File: src/rtl/riscv_pkg.sv
// riscv_pkg: InstFormat codes, base opcodes and the opcode-to-format predecoder shared by fetch and ImmGen
package riscv_pkg;
  typedef enum logic [2:0] {
    InstFormat_R  = 3'd0,
    InstFormat_I  = 3'd1,
    InstFormat_S  = 3'd2,
    InstFormat_SB = 3'd3,
    InstFormat_U  = 3'd4,
    InstFormat_UJ = 3'd5
  } inst_format_e;
  localparam logic [6:0] OPC_OP     = 7'b0110011;
  localparam logic [6:0] OPC_OP_IMM = 7'b0010011;
  localparam logic [6:0] OPC_LOAD   = 7'b0000011;
  localparam logic [6:0] OPC_JALR   = 7'b1100111;
  localparam logic [6:0] OPC_SYSTEM = 7'b1110011;
  localparam logic [6:0] OPC_STORE  = 7'b0100011;
  localparam logic [6:0] OPC_BRANCH = 7'b1100011;
  localparam logic [6:0] OPC_LUI    = 7'b0110111;
  localparam logic [6:0] OPC_AUIPC  = 7'b0010111;
  localparam logic [6:0] OPC_JAL    = 7'b1101111;
  function automatic inst_format_e predecode(input logic [6:0] opc);
    return (opc == OPC_OP_IMM || opc == OPC_LOAD || opc == OPC_JALR || opc == OPC_SYSTEM) ? InstFormat_I :
           (opc == OPC_STORE) ? InstFormat_S :
           (opc == OPC_BRANCH) ? InstFormat_SB :
           (opc == OPC_LUI || opc == OPC_AUIPC) ? InstFormat_U :
           (opc == OPC_JAL) ? InstFormat_UJ : InstFormat_R;
  endfunction
endpackage

File: src/rtl/fetch_queue.sv
// fetch_queue: power-of-two sync FIFO with flush; push while full is accepted only with a same-cycle pop
module fetch_queue #(
  parameter int DEPTH = 2,
  parameter int W     = 64
) (
  input  logic                     clk,
  input  logic                     rst_n,
  input  logic                     flush,
  input  logic                     push,
  input  logic                     pop,
  input  logic [W-1:0]             din,
  output logic [W-1:0]             dout,
  output logic [$clog2(DEPTH):0]   count
);
  localparam int AW = $clog2(DEPTH);
  localparam logic [AW:0] FULL = (AW+1)'(DEPTH);
  localparam logic [AW:0] ONE  = (AW+1)'(1);
  logic [W-1:0]  mem_q [DEPTH];
  logic [AW-1:0] wr_q, wr_d, rd_q, rd_d;
  logic [AW:0]   cnt_q, cnt_d;
  logic          pop_ok, push_ok;
  always_comb begin
    pop_ok  = pop && cnt_q != '0;
    push_ok = push && !flush && (cnt_q != FULL || pop_ok);
    wr_d    = flush ? '0 : push_ok ? wr_q + AW'(1) : wr_q;
    rd_d    = flush ? '0 : pop_ok ? rd_q + AW'(1) : rd_q;
    cnt_d   = flush ? '0 :
              (push_ok && !pop_ok) ? cnt_q + ONE :
              (pop_ok && !push_ok) ? cnt_q - ONE : cnt_q;
  end
  always_ff @(posedge clk or negedge rst_n) begin
    if (!rst_n) begin
      wr_q  <= '0;
      rd_q  <= '0;
      cnt_q <= '0;
      for (int i = 0; i < DEPTH; i++) mem_q[i] <= '0;
    end else begin
      wr_q  <= wr_d;
      rd_q  <= rd_d;
      cnt_q <= cnt_d;
      if (push_ok) mem_q[wr_q] <= din;
    end
  end
  assign dout  = mem_q[rd_q];
  assign count = cnt_q;
endmodule

File: src/rtl/fetch_unit.sv
// fetch_unit: in-order instruction fetch with redirect flush, stale-response dropping and a decode queue.
// Define FETCH_PREDECODE_EN to predecode and store the instruction format with each queue entry.
module fetch_unit import riscv_pkg::*; #(
  parameter logic [31:0] RESET_PC = 32'h0000_0000,
  parameter int          QDEPTH   = 2
) (
  input  logic        clk,
  input  logic        rst_n,
  output logic        imem_req_valid,
  input  logic        imem_req_ready,
  output logic [31:0] imem_req_addr,
  input  logic        imem_rsp_valid,
  input  logic [31:0] imem_rsp_data,
  input  logic        redirect_valid,
  input  logic [31:0] redirect_pc,
  output logic        if_valid,
  input  logic        if_ready,
  output logic [31:0] if_inst,
  output logic [31:0] if_pc,
  output logic [2:0]  if_format
);
  localparam int CW = $clog2(QDEPTH) + 1;
`ifdef FETCH_PREDECODE_EN
  localparam int W = 67;
`else
  localparam int W = 64;
`endif
  logic [31:0]   pc_q, pc_d, tag_q, tag_d, target;
  logic [CW-1:0] out_q, out_d, occ, count;
  logic [7:0]    drop_q, drop_d;
  logic          fire, rsp_hit, rsp_live, unused_ok;
  logic [W-1:0]  din, dout;
  assign target    = {redirect_pc[31:2], 2'b00};
  assign unused_ok = ^redirect_pc[1:0];
  // tag_q is the pc of the next live response: live responses return in order from the last redirect
  always_comb begin
    occ            = out_q + count;
    imem_req_valid = rst_n && !redirect_valid && occ < CW'(QDEPTH);
    fire           = imem_req_valid && imem_req_ready;
    rsp_hit        = imem_rsp_valid && (drop_q != '0 || out_q != '0);
    rsp_live       = imem_rsp_valid && drop_q == '0 && out_q != '0;
    pc_d           = redirect_valid ? target : fire ? pc_q + 32'd4 : pc_q;
    tag_d          = redirect_valid ? target : rsp_live ? tag_q + 32'd4 : tag_q;
    out_d          = redirect_valid ? '0 : out_q + CW'(fire) - CW'(rsp_live);
    drop_d         = redirect_valid ? drop_q + 8'(out_q) - 8'(rsp_hit) :
                     drop_q - 8'(imem_rsp_valid && drop_q != '0);
  end
  always_ff @(posedge clk or negedge rst_n) begin
    if (!rst_n) begin
      pc_q   <= RESET_PC;
      tag_q  <= RESET_PC;
      out_q  <= '0;
      drop_q <= '0;
    end else begin
      pc_q   <= pc_d;
      tag_q  <= tag_d;
      out_q  <= out_d;
      drop_q <= drop_d;
    end
  end
  fetch_queue #(.DEPTH(QDEPTH), .W(W)) u_queue (
    .clk  (clk),
    .rst_n(rst_n),
    .flush(redirect_valid),
    .push (rsp_live),
    .pop  (if_valid && if_ready),
    .din  (din),
    .dout (dout),
    .count(count)
  );
`ifdef FETCH_PREDECODE_EN
  assign din       = {tag_q, imem_rsp_data, predecode(imem_rsp_data[6:0])};
  assign if_format = dout[2:0];
  assign if_inst   = dout[34:3];
  assign if_pc     = dout[66:35];
`else
  assign din       = {tag_q, imem_rsp_data};
  assign if_format = InstFormat_R;
  assign if_inst   = dout[31:0];
  assign if_pc     = dout[63:32];
`endif
  assign imem_req_addr = pc_q;
  assign if_valid      = count != '0;
endmodule

File: config.mk
export PLATFORM = sky130hd
export DESIGN_NAME = fetch_unit
export DESIGN_NICKNAME = d
export VERILOG_FILES = /design/src/rtl/riscv_pkg.sv /design/src/rtl/fetch_queue.sv /design/src/rtl/fetch_unit.sv
export SDC_FILE = /design/constraint.sdc
export NUM_CORES = 1
export LEC_CHECK = 0
export BUFFER_PORTS_ARGS = -buffer_cell sky130_fd_sc_hd__buf_2
export CAP_MARGIN = 30
export CORE_ASPECT_RATIO = 0.7
export CORE_MARGIN = 1.5
export CORE_UTILIZATION = 24
export DETAILED_ROUTE_END_ITERATION = 10
export PLACE_DENSITY = 0.43
export SLEW_MARGIN = 30
export SYNTH_ARGS = -nofsm -noshare
export SYNTH_HDL_FRONTEND = slang
export SYNTH_SLANG_ARGS = --single-unit
File: constraint.sdc
create_clock -name clk -period 3.6 [get_ports clk]
set_input_delay 0.72 -clock clk [delete_from_list [all_inputs] [get_ports clk]]
set_output_delay 0.72 -clock clk [all_outputs]
set_load 0.01 [all_outputs]
==> run_results.csv <==
group,metric,value,unit
synth,muxShareOfSynthArea,23.84,%
setup_path,critPathKind,"flip-flop to flip-flop",
floorplanning,die_h,174.8,um
layout,syn2layout_area_growth,21.17,%
worst_hold_path,hold_class,"input port to async pin",
clock_network,cts_buffers,17,
synth,yosys_register_bits,198,
synth,syn_inst,850,
clock_network,cts-root-buf,"clkbuf_16",
run_status,violations,"design-rule violations",
floorplanning,dieArea,43440,um^2
layout,fillCellCount,4351,
synth,async_flop_share,100.0,%
synth,synth_top_family_by_area,"multiplexers",
timing,drv_slew,0,
timing,fin_worst_skew,0.01294,ns
clock_network,hold_buffers,0,
timing,setup_viol,0,
synth,seq_area_frac_synth,48.95,%
synth,synth_simple_gate_area_share,9.382,%
grt,track_usage,13.65,%
setup_path,critPathRequiredTime,3.90,ns
power_and_ir_drop,p_leak,0.005811,uW
power_and_ir_drop,ir_worst_vdd,0.0003385,V
layout,n_antenna_cell,0,
timing,tns,0,ns
timing,max_freq,306.2,MHz
detailed_routing,drc,5,
power_and_ir_drop,report.power.total,5822,uW
synth,ys_top_cells_by_count,"mux2_2, dfrtp_1, xnor2_1, nand2_1, clkbuf_1",
setup_path,cp.arrival,3.57,ns
synth,synthesis.area,10120,um^2
power_and_ir_drop,powerDensity,474.7,nW/um^2
detailed_routing,viasPerCell,4.568,
placed_design,dp.cells,1533,
clock_network,cts_tree,"built",
clock_network,post_cts_buffers,0,
timing,rsz0062_at_grt,"false",
synth,synth_top_area_share,48.95,%
detailed_routing,drt_iter0_markers,365,
floorplanning,dieWidth,248.5,um
synth,syn_avg_cell_area,11.91,um^2
synth,yosysWarnings,0,
detailed_routing,wl,28970,um
synth,synth-main-ff-cell,"dfrtp_1",
clock_network,clock-sinks,198,
grt,antenna_found_initial,0,
grt,gr-total-overflow,0,
timing,min_period,3.266,ns
floorplanning,num_io_pins,171,
clock_network,clkTransAtPathRegs,0.08,ns
grt,grt_pass1_wl,44880,um
synth,synth_most_common_cell,"mux2_2",
grt,grt_max_degree,69,
synth,yosys.area_share.adder,2.917,%
floorplanning,initial_core_util,24.53,%
detailed_routing,ant_nets,0,
placed_design,io_buffers,161,
timing,tightest_slew,0.8691,ns
clock_network,h-tree-depth,4,
layout,fin_cells,1565,
clock_network,clkLatencyLatePin,0.45,ns
placed_design,place_congestion,0.7470,
synth,synth_cell_type_count,52,
timing,relSlewSlack,42.06,%
layout,nets,1101,
detailed_routing,post_drt_wl_per_cell,18.51,um
setup_path,path_max_fanout,5,
detailed_routing,num_vias,7149,
setup_path,cp-end-kind,"flip-flop",
synth,yosys-top-cells-area,"dfrtp_1, mux2_2, xnor2_1",
synth,synth_compound_area_share,6.489,%
setup_path,setup.worst_path.start_class,"flip-flop",
grt,grt_pass1_vias,7206,
timing,final.period_utilization,90.71,%
job,cap_violations,0,
synth,synth_xor_xnor_area_share,5.006,%
timing,hold_viol_final,0,
clock_network,clk_path_buf_depth,2,
synth,synth_edf_count,0,
synth,yosys.area.top_type,"dfrtp_1",
floorplanning,coreArea,41270,um^2
layout,layout-drive-gt1-share,42.90,%
clock_network,post_cts_resized,0,
floorplanning,num_rows,62,
run_status,outcome,"finished with violations",
placed_design,hpwl,20710,um
detailed_routing,dr.pass1.iters,7,
[cells in the final DEF (no fill, tap or decap), types with 11 or more instances in the layout]
cell type	Yosys	final
xor2_1	16	16
a21oi_1	17	17
a31oi_1	11	11
buf_4	7	19
nor3_1	13	13
dfrtp_1	198	197
nand4_1	23	23
nand2_1	36	36
ha_1	22	22
nor2_1	30	30
clkbuf_16	0	17
o21ai_0	22	22
inv_1	29	29
nand3_1	20	19
buf_2	6	160
xnor2_1	40	40
mux2_2	209	209
[where the power goes]
| group | leakage (uW) | switching [uW] | internal, uW |
|---|---|---|---|
| registers | 0.00260 | 153 | 2360 |
| logic | 0.00291 | 638 | 541 |
| clock network | 0.000305 | 939 | 1190 |
[flip-flops by register name, summed over array words and instances (netlist names)]
name / cells
u_queue.mem_q: 124
imem_req_addr: 30
tag_q: 30
drop_q: 8
out_q: 2
u_queue.count: 2
u_queue.rd_q: 1
u_queue.wr_q: 1
[metrics by stage]
step	setup WS (ns)	hold WS, ns	util, %	area, um^2
after floorplan	0.6306	0.4244	-	10140
after global placement	0.2842	0.4676	28.17	11620
after detailed placement	0.3073	0.4708	28.17	11620
after CTS	0.2889	0.09204	29.71	12260
after global routing	0.03090	0.1002	29.72	12270
final	0.3343	0.1242	29.72	12270
[worst max-delay path: stages, from the launching register on]
cell       delay [ns]
dfrtp_1          0.38
inv_1            0.16
ha_1             0.21
nor2b_1          0.18
a31oi_1          0.12
or2_2            0.30
ha_1             0.27
inv_1            0.04
ha_1             0.20
inv_1            0.08
fa_1             0.21
nor2b_1          0.08
o21a_1           0.17
a2111oi_0        0.46
xnor2_1          0.17
mux2i_1          0.08
[area by class of cell]
type                            count  area (um^2)  share of cell area (%)
Clock buffer                       18        439.2                   3.581
Clock inverter                     14        198.9                   1.622
Inverter                           30        112.6                  0.9181
Multi-Input combinational cell    578         4870                   39.70
Sequential cell                   198         4956                   40.41
Tap cell                          544        680.7                   5.549
Timing Repair Buffer              183         1008                   8.222
[layer usage]
metal,track usage [%],part of all wire [%]
met2,20.95,46
met5,0,0
met3,3.084,4.0
met4,2.914,0.77
met1,19.53,49
[worst paths after layout]
check | from | endpoint | slack, ns | cells after the start
setup reg to reg | drop_q[3]$_DFF_PN0_ | drop_q[6]$_DFF_PN0_ | 0.33 | 15
min in group clk | u_queue.mem_q[51]$_DFFE_PN0P_ | u_queue.mem_q[51]$_DFFE_PN0P_ | 0.49 | 2
hold reg to reg | u_queue.mem_q[51]$_DFFE_PN0P_ | u_queue.mem_q[51]$_DFFE_PN0P_ | 0.49 | 2
setup / recovery | drop_q[3]$_DFF_PN0_ | drop_q[6]$_DFF_PN0_ | 0.33 | 15
hold / removal | rst_n | imem_req_addr[6]$_DFFE_PN0N_ | 0.12 | 1
max in group asynchronous | rst_n | u_queue.rd_q$_DFFE_PN0P_ | 1.59 | 3
[kinds of logic after synthesis]
| family | Yosys count |
|---|---|
| buffers and inverters | 80 |
| and+or+nand+nor | 179 |
| adders and majority gates | 23 |
| DFF | 198 |
| AOI/OAI and AO/OA | 97 |
| muxes | 215 |
| xor gates and xnor gates | 57 |
| other | 1 |
Power figures use the tool's default switching activity.
